===== src/rtl/clock_display_scan.sv =====
// Six-digit HH:MM:SS multiplexed 7-segment scanner with frame snapshot,
// hour leading-zero blanking, field blink and dash for invalid BCD nibbles.
module clock_display_scan #(
    parameter int unsigned SCAN_DIV       = 50000,
    parameter int unsigned BLINK_DIV      = 25000000,
    parameter bit          SEG_ACTIVE_LOW = 1'b1,
    parameter bit          AN_ACTIVE_LOW  = 1'b1
) (
    input  logic       CP,
    input  logic       reset,
    input  logic       EN,
    input  logic [7:0] hour,
    input  logic [7:0] minute,
    input  logic [7:0] second,
    input  logic [1:0] blink_sel,
    input  logic       lz_blank,
    output logic [6:0] seg,
    output logic       dp,
    output logic [5:0] an,
    output logic       frame_start
);
    localparam int SCAN_W  = $clog2(SCAN_DIV);
    localparam int BLINK_W = $clog2(BLINK_DIV);
    localparam logic [SCAN_W-1:0]  SCAN_LAST  = SCAN_W'(SCAN_DIV - 1);
    localparam logic [BLINK_W-1:0] BLINK_LAST = BLINK_W'(BLINK_DIV - 1);
    localparam logic [6:0] SEG_POL = {7{SEG_ACTIVE_LOW}};
    localparam logic [5:0] AN_POL  = {6{AN_ACTIVE_LOW}};

    logic [SCAN_W-1:0]  scan_cnt_q, scan_cnt_d;
    logic [2:0]         digit_idx_q, digit_idx_d;
    logic [BLINK_W-1:0] blink_cnt_q, blink_cnt_d;
    logic               blink_phase_q, blink_phase_d;
    logic [23:0]        snap_q, snap_d;
    logic [6:0]         seg_q, seg_d;
    logic               dp_q, dp_d;
    logic [5:0]         an_q, an_d;
    logic               fs_q, fs_d;

    logic        tick, wrap, blank;
    logic [3:0]  nib;
    logic [1:0]  field;
    logic [6:0]  seg_log;

    function automatic logic [6:0] bcd_to_seg(input logic [3:0] v);
        case (v)
            4'd0:    bcd_to_seg = 7'h3F;
            4'd1:    bcd_to_seg = 7'h06;
            4'd2:    bcd_to_seg = 7'h5B;
            4'd3:    bcd_to_seg = 7'h4F;
            4'd4:    bcd_to_seg = 7'h66;
            4'd5:    bcd_to_seg = 7'h6D;
            4'd6:    bcd_to_seg = 7'h7D;
            4'd7:    bcd_to_seg = 7'h07;
            4'd8:    bcd_to_seg = 7'h7F;
            4'd9:    bcd_to_seg = 7'h6F;
            default: bcd_to_seg = 7'h40;
        endcase
    endfunction

    always_comb begin
        tick = EN && (scan_cnt_q == SCAN_LAST);
        wrap = tick && (digit_idx_q == 3'd5);

        scan_cnt_d = scan_cnt_q;
        if (EN) scan_cnt_d = (scan_cnt_q == SCAN_LAST) ? '0 : scan_cnt_q + SCAN_W'(1);

        blink_cnt_d   = (blink_cnt_q == BLINK_LAST) ? '0 : blink_cnt_q + BLINK_W'(1);
        blink_phase_d = (blink_cnt_q == BLINK_LAST) ? ~blink_phase_q : blink_phase_q;

        digit_idx_d = digit_idx_q;
        if (tick) digit_idx_d = wrap ? 3'd0 : digit_idx_q + 3'd1;

        // On the wrap edge digit 0 is decoded straight from the live inputs.
        snap_d = wrap ? {hour, minute, second} : snap_q;

        nib = snap_d[4*digit_idx_d +: 4];
        case (digit_idx_d)
            3'd0, 3'd1: field = 2'b11;
            3'd2, 3'd3: field = 2'b10;
            default:    field = 2'b01;
        endcase
        blank = (blink_phase_q && blink_sel != 2'b00 && blink_sel == field)
             || (lz_blank && digit_idx_d == 3'd5 && snap_d[23:20] == 4'd0);
        seg_log = blank ? 7'h00 : bcd_to_seg(nib);

        seg_d = seg_q;
        dp_d  = dp_q;
        an_d  = an_q;
        if (tick) begin
            seg_d = seg_log ^ SEG_POL;
            dp_d  = (digit_idx_d == 3'd2 || digit_idx_d == 3'd4) ^ SEG_ACTIVE_LOW;
            an_d  = (6'd1 << digit_idx_d) ^ AN_POL;
        end
        fs_d = wrap;
    end

    always_ff @(posedge CP) begin
        if (reset) begin
            scan_cnt_q    <= '0;
            digit_idx_q   <= 3'd5;
            blink_cnt_q   <= '0;
            blink_phase_q <= 1'b0;
            snap_q        <= 24'h0;
            seg_q         <= SEG_POL;
            dp_q          <= SEG_ACTIVE_LOW;
            an_q          <= AN_POL;
            fs_q          <= 1'b0;
        end else begin
            scan_cnt_q    <= scan_cnt_d;
            digit_idx_q   <= digit_idx_d;
            blink_cnt_q   <= blink_cnt_d;
            blink_phase_q <= blink_phase_d;
            snap_q        <= snap_d;
            seg_q         <= seg_d;
            dp_q          <= dp_d;
            an_q          <= an_d;
            fs_q          <= fs_d;
        end
    end

    assign seg         = seg_q;
    assign dp          = dp_q;
    assign an          = an_q;
    assign frame_start = fs_q;
endmodule

===== config.mk =====
export PLATFORM = sky130hd
export DESIGN_NAME = clock_display_scan
export DESIGN_NICKNAME = d
export VERILOG_FILES = /design/src/rtl/clock_display_scan.sv
export SDC_FILE = /design/constraint.sdc
export NUM_CORES = 1
export LEC_CHECK = 0
export CORE_MARGIN = 2
export CORE_UTILIZATION = 57
export DETAILED_ROUTE_END_ITERATION = 6
export GPL_ROUTABILITY_DRIVEN = 0
export PLACE_DENSITY = 0.8
export SYNTH_ARGS = -nofsm -noshare
export SYNTH_HDL_FRONTEND = slang
export SYNTH_SLANG_ARGS = --single-unit

===== constraint.sdc =====
create_clock -name CP -period 3.8 [get_ports CP]
set_input_delay 0.76 -clock CP [delete_from_list [all_inputs] [get_ports CP]]
set_output_delay 0.76 -clock CP [all_outputs]
set_load 0.005 [all_outputs]

After elaboration in Yosys (flattened, before gate mapping)
Memories as Yosys holds them, arrays and structs flattened.
Index checks and enable logic that the tools add are counted.
- add/sub/neg operators: 3
- eq/ne operators: 9
- shifts and indexed selects: 2
- mux-type cells: 6
- bitwise logic cells: 4
- reduce and logical (&&, ||, !) cells: 14
- operator list (operator ; count):
    25-bit by 1-bit adder with 25-bit output (second input constant) ; 1
    25-bit equality test (second input constant) ; 1
    24-bit 2-to-1 mux ; 1
    24-bit by 6-bit variable part select with 4-bit output ; 1
    16-bit by 1-bit adder with 16-bit output (second input constant) ; 1
    16-bit equality test (second input constant) ; 1
    16-bit 2-to-1 mux ; 1
    3-bit equality test (second input constant) ; 3
    7-bit 2-to-1 mux ; 1
    7-bit inverter ; 1
    3-bit by 2-bit equality test with 1-bit output (second input constant) ; 2
    1-bit logical AND ; 6
    3-bit 2-to-1 mux ; 2
    6-bit inverter ; 1
    2-bit OR reduction ; 3
    1-bit by 3-bit left shift with 6-bit output (first input constant) ; 1
    4-bit zero test ; 1
    2-bit one-hot mux with 2 select lines ; 1
    3-bit by 1-bit adder with 3-bit output (second input constant) ; 1
    3-bit by 1-bit equality test with 1-bit output (second input constant) ; 1
    3-bit zero test ; 1
    2-bit equality test ; 1
    1-bit logical OR ; 2
    1-bit inverter ; 2
    2-bit nonzero test ; 1
- register bits after elaboration: 84
- memory bits (read-only): 112
- input bits: 30
- output and inout port bits: 15
- logic and storage cells: 48
- memories: 1
- memory list (memory ; depth ; width ; read ports ; clocked after Yosys merged registers in ; wr ports ; line ; RTL):
    (no name shown) ; 16 ; 7 ; 1 ; 0 ; 0 ; 45 ; case (v)

Longest topological paths before layout
Gate-level depths: netlist of run 1.
- word-level depth: 13
- mapped depth: 16

Worst setup path before layout of run 1
No wires, ideal clock.
- kind: input-to-reg
- start point: input port EN
- end point: register seg_q[5], in the netlist seg[5]
- arrival: 3281 ps
- data required time: 3684 ps
- slack: 403 ps
- stages: 13
- buffers on the path: 4
- cell sequence: and4_1 -> buf_4 -> and4_1 -> buf_4 -> buf_6 -> and2_1 -> clkbuf_1 -> mux2i_1 -> nor2_1 -> or3_1 -> ha_1 -> mux2_4 -> o211a_1
- longest elaborated chain between the ends: 12
- elaborated cells between the ends (all ways): 23
- RTL lines (what ; line ; RTL):
    start, declared ; 11 ; input logic EN,
    1-bit logical AND (*) ; 61 ; tick = EN && (scan_cnt_q == SCAN_LAST);
    branches (longest 11 deep; another with memory 16 x 7 bit) ; - ;
    end signal, assigned ; 114 ; seg_q <= seg_d;
    end, declared ; 34 ; logic [6:0] seg_q, seg_d;
Mark *: on every way between the ends.
A chain may end at the register's enable or synchronous reset.

Final worst setup path of run 1
Ends and elaborated chain as after synthesis.

==> flow_summary.yaml, run 1 <==
pwr:
  p_clk_share_pct: 41.2
  vdd_drop_max_uv: 306.0
  combPwrFrac_pct: 3.9
  p_leak_nw: 1.885
  pwr-share-seq_pct: 55.0
  cellPowerDensity_nw_per_um2: 317.7
  p_int_mw: 1.235
  switching_share_pct: 23.61
  p_switching_mw: 0.3815
global_routing:
  grt_pass1_wl_um: 15770
  first_global_vias: 3428
  antenna_found_initial: 0
  grt-ovfl-total: 0
  gr-usage-all-layers_pct: 23.43
  grt_max_degree: 26
yosys:
  synth_top_cell_by_area: "dfxtp_1"
  postSynthCellCount: 492
  synth.distinct_cells: 68
  async_reset_ff_share_pct: 0
  synthTopCellsByCount: "84 x dfxtp_1, 72 x nor2_1, 66 x nand2_1"
  syn_nets: 531
  synth.top_cell.area_share_pct: 38.99
  synthMostInstantiatedCell: "dfxtp_1"
  synth_area_leaders: "dfxtp_1 39%, nor2_1 6.3%, xor2_1 5.9%, nand2_1 5.7%, mux2i_1 3.2%"
  synth-edff-count: 0
  syn_avg_cell_area_um2: 8.766
  synth_flop_cell: "dfxtp_1"
  yosys_warnings: 0
  syn_area_um2: 4313
  yosys_register_bits: 84
  yosysSeqAreaShare_pct: 38.99
placement:
  io_buffer_count: 44
  place_area_um2: 4883
  dp_hpwl_um: 6996
detailed_routing:
  wl_met1_um: 4327
  wl_met3_um: 379
  first_pass_iters: 4
  ant_nets: 0
  drtIter0Drc: 198
  met2WireLength_um: 4642
  routedWlPerCell_um: 14.73
  via_count: 3620
  vias_per_cell: 5.578
  highest_layer: "met4"
  wirelength_um: 9559
  drc_errors: 0
timing:
  maxSlewHeadroom_pct: 41.13
  hold_viol_final: 0
  tightestPinTransition_ns: 0.8831
  maxSlewViolCount: 0
  fin_skew_ns: 0.01475
  fin_crit_sh_pct: 92.49
  layout_min_cycle_time_ns: 3.515
  rsz0062_at_grt: "no"
  setup-violations-final: 0
  fmax_mhz: 284.5
final_layout:
  utilization_pct: 69.77
  stdcell_area_um2: 5087
  layout-drive-gt1-share_pct: 12.36
  n_antenna_cell: 0
  n_fill_cell: 598
  syn_to_final_growth_pct: 17.96
  layout.nets: 584
worst_setup_path:
  r2r-end: "seg[5]"
  worst-r2r-cell-count: 13
  worst_ep_required_time_ns: 4.06
  path_class: "in -> reg"
  worstPathMaxFanout: 10
  r2r-start: "digit_idx_q[1]"
  endpoint: "seg[5]"
  rrSetupSlack_ns: 0.45
  arrival_ns: 3.78
  cp-start-kind: "input pin"
  critPathLaunch: "EN"
  crit_path_end_kind: "flop"
cts:
  cts_tree: "built"
  post_cts_resized: 0
  ctsHoldBuffers: 0
  cts_setup_buffers: 0
  clockBufferDepth: 2
  cts-root-buf: "clkbuf_8"
  cts_max_level: 3
  cts.sink_count: 84
  clkLatencyLatePin_ns: 0.37
  cts_buffers: 9
  clkTransAtPathRegs_ns: 0.08
die:
  num_rows: 31
  die_h_um: 90.99
  dieArea_um2: 8278
  io_pins: 45
  die_w_um: 90.99
  start_util_pct: 59.15
  core_area_um2: 7292
min_path:
  min-delay-start: "snap_q[3]"
  hold_path.class: "reg -> reg"
status:
  outcome: "completed"
flow_run:
  max-cap-violations: 0
==> sequential cells by signal, summed over array words and instances, names as in the netlist <==
name / cells
digit_idx_q: 3
scan_cnt_q: 16
frame_start: 1
snap_q: 24
blink_cnt_q: 25
an: 6
dp: 1
seg: 7
blink_phase_q: 1
==> layout by cell type (no fill, tap or decap), drive strengths merged, types with 11 or more instances in the layout <==
cell	netlist	layout
nand2	67	67
a21oi	28	28
dfxtp	84	84
mux2i	16	16
inv	11	15
nor2	72	72
buf	9	24
xor2	29	29
clkdlybuf4s50	0	44
o21ai	12	12
nand3	20	20
nor3	13	13
xnor2	11	11
==> kinds of logic (layout without fill, tap and decap cells) <==
kind of cell,Yosys count,after routing,synth area share (%)
and+or+nand+nor,225,225,26.17
DFF,84,84,38.99
AOI/OAI and AO/OA,77,77,14.01
xor gates and xnor gates,40,40,8.123
buffers and inverters,37,95,4.990
muxes,20,20,5.106
adders and majority gates,9,9,2.611
==> how the worst min path moves through the flow <==
stage | end | slack, ns | depth (start not counted)
6_report | snap_q[3] | 0.46 | 2
4_1_cts | snap_q[3] | 0.47 | 2
2_1_floorplan | blink_cnt_q[0] | 0.43 | 1
3_3_place_gp | snap_q[3] | 0.44 | 2
3_5_place_dp | blink_cnt_q[0] | 0.45 | 1
5_1_grt | snap_q[13] | 0.49 | 2
==> final cells by class <==
cell class	instances	area (um^2)	area share [%]
Clock inverter	7	80.08	1.574
Sequential cell	84	1682	33.05
Inverter	11	41.29	0.8116
Timing Repair Buffer	68	620.6	12.20
Multi-Input combinational cell	371	2416	47.49
Tap cell	99	123.9	2.435
Clock buffer	9	123.9	2.435
==> per-stage QoR <==
stage          TNS [ns]  hold WS [ns]  setup slack [ns]  power, mW  cells
2_1_floorplan         0        0.4299            0.4030     0.9338    492
3_3_place_gp          0        0.4399           0.08609     0.9706    633
3_5_place_dp   -0.02137        0.4525          -0.02137     0.9719    633
4_1_cts               0        0.4661            0.3274      1.629    649
5_1_grt               0        0.4930            0.1972      1.670    649
6_report              0        0.4612            0.2855      1.616    649
==> power groups by stage <==
stage / registers, mW / clock network [mW] / logic, mW
2_1_floorplan: 0.909 / 0 / 0.0252
3_3_place_gp: 0.909 / 0 / 0.0615
3_5_place_dp: 0.910 / 0 / 0.0623
4_1_cts: 0.889 / 0.678 / 0.0626
5_1_grt: 0.890 / 0.711 / 0.0683
6_report: 0.889 / 0.665 / 0.0623
==> metal layers <==
metal  GRT usage [%]  vias to the layer above
met1           29.45                     1705
met4           10.35                        0
met3           3.983                       21
li1                -                     1808
met2           39.44                       86
met5               0                        -
==> worst max-delay path, cell delays in order <==
cell	delay [ns]
clkdlybuf4s50_1	0.49
and4_1	0.28
and4_1	0.30
mux2i_2	0.25
buf_4	0.25
mux2i_1	0.12
mux2i_1	0.16
nor2_1	0.07
or3_1	0.39
ha_1	0.23
mux2_4	0.26
o211a_1	0.21
(Power assumes the default switching activity.)
==> run 2, diff against run 1 <==
Settings changed: SKIP_LAST_GASP set to 1.
==> results of run 2 <==
Same layout as run 1: the final DEF is identical, and so are final timing and power.
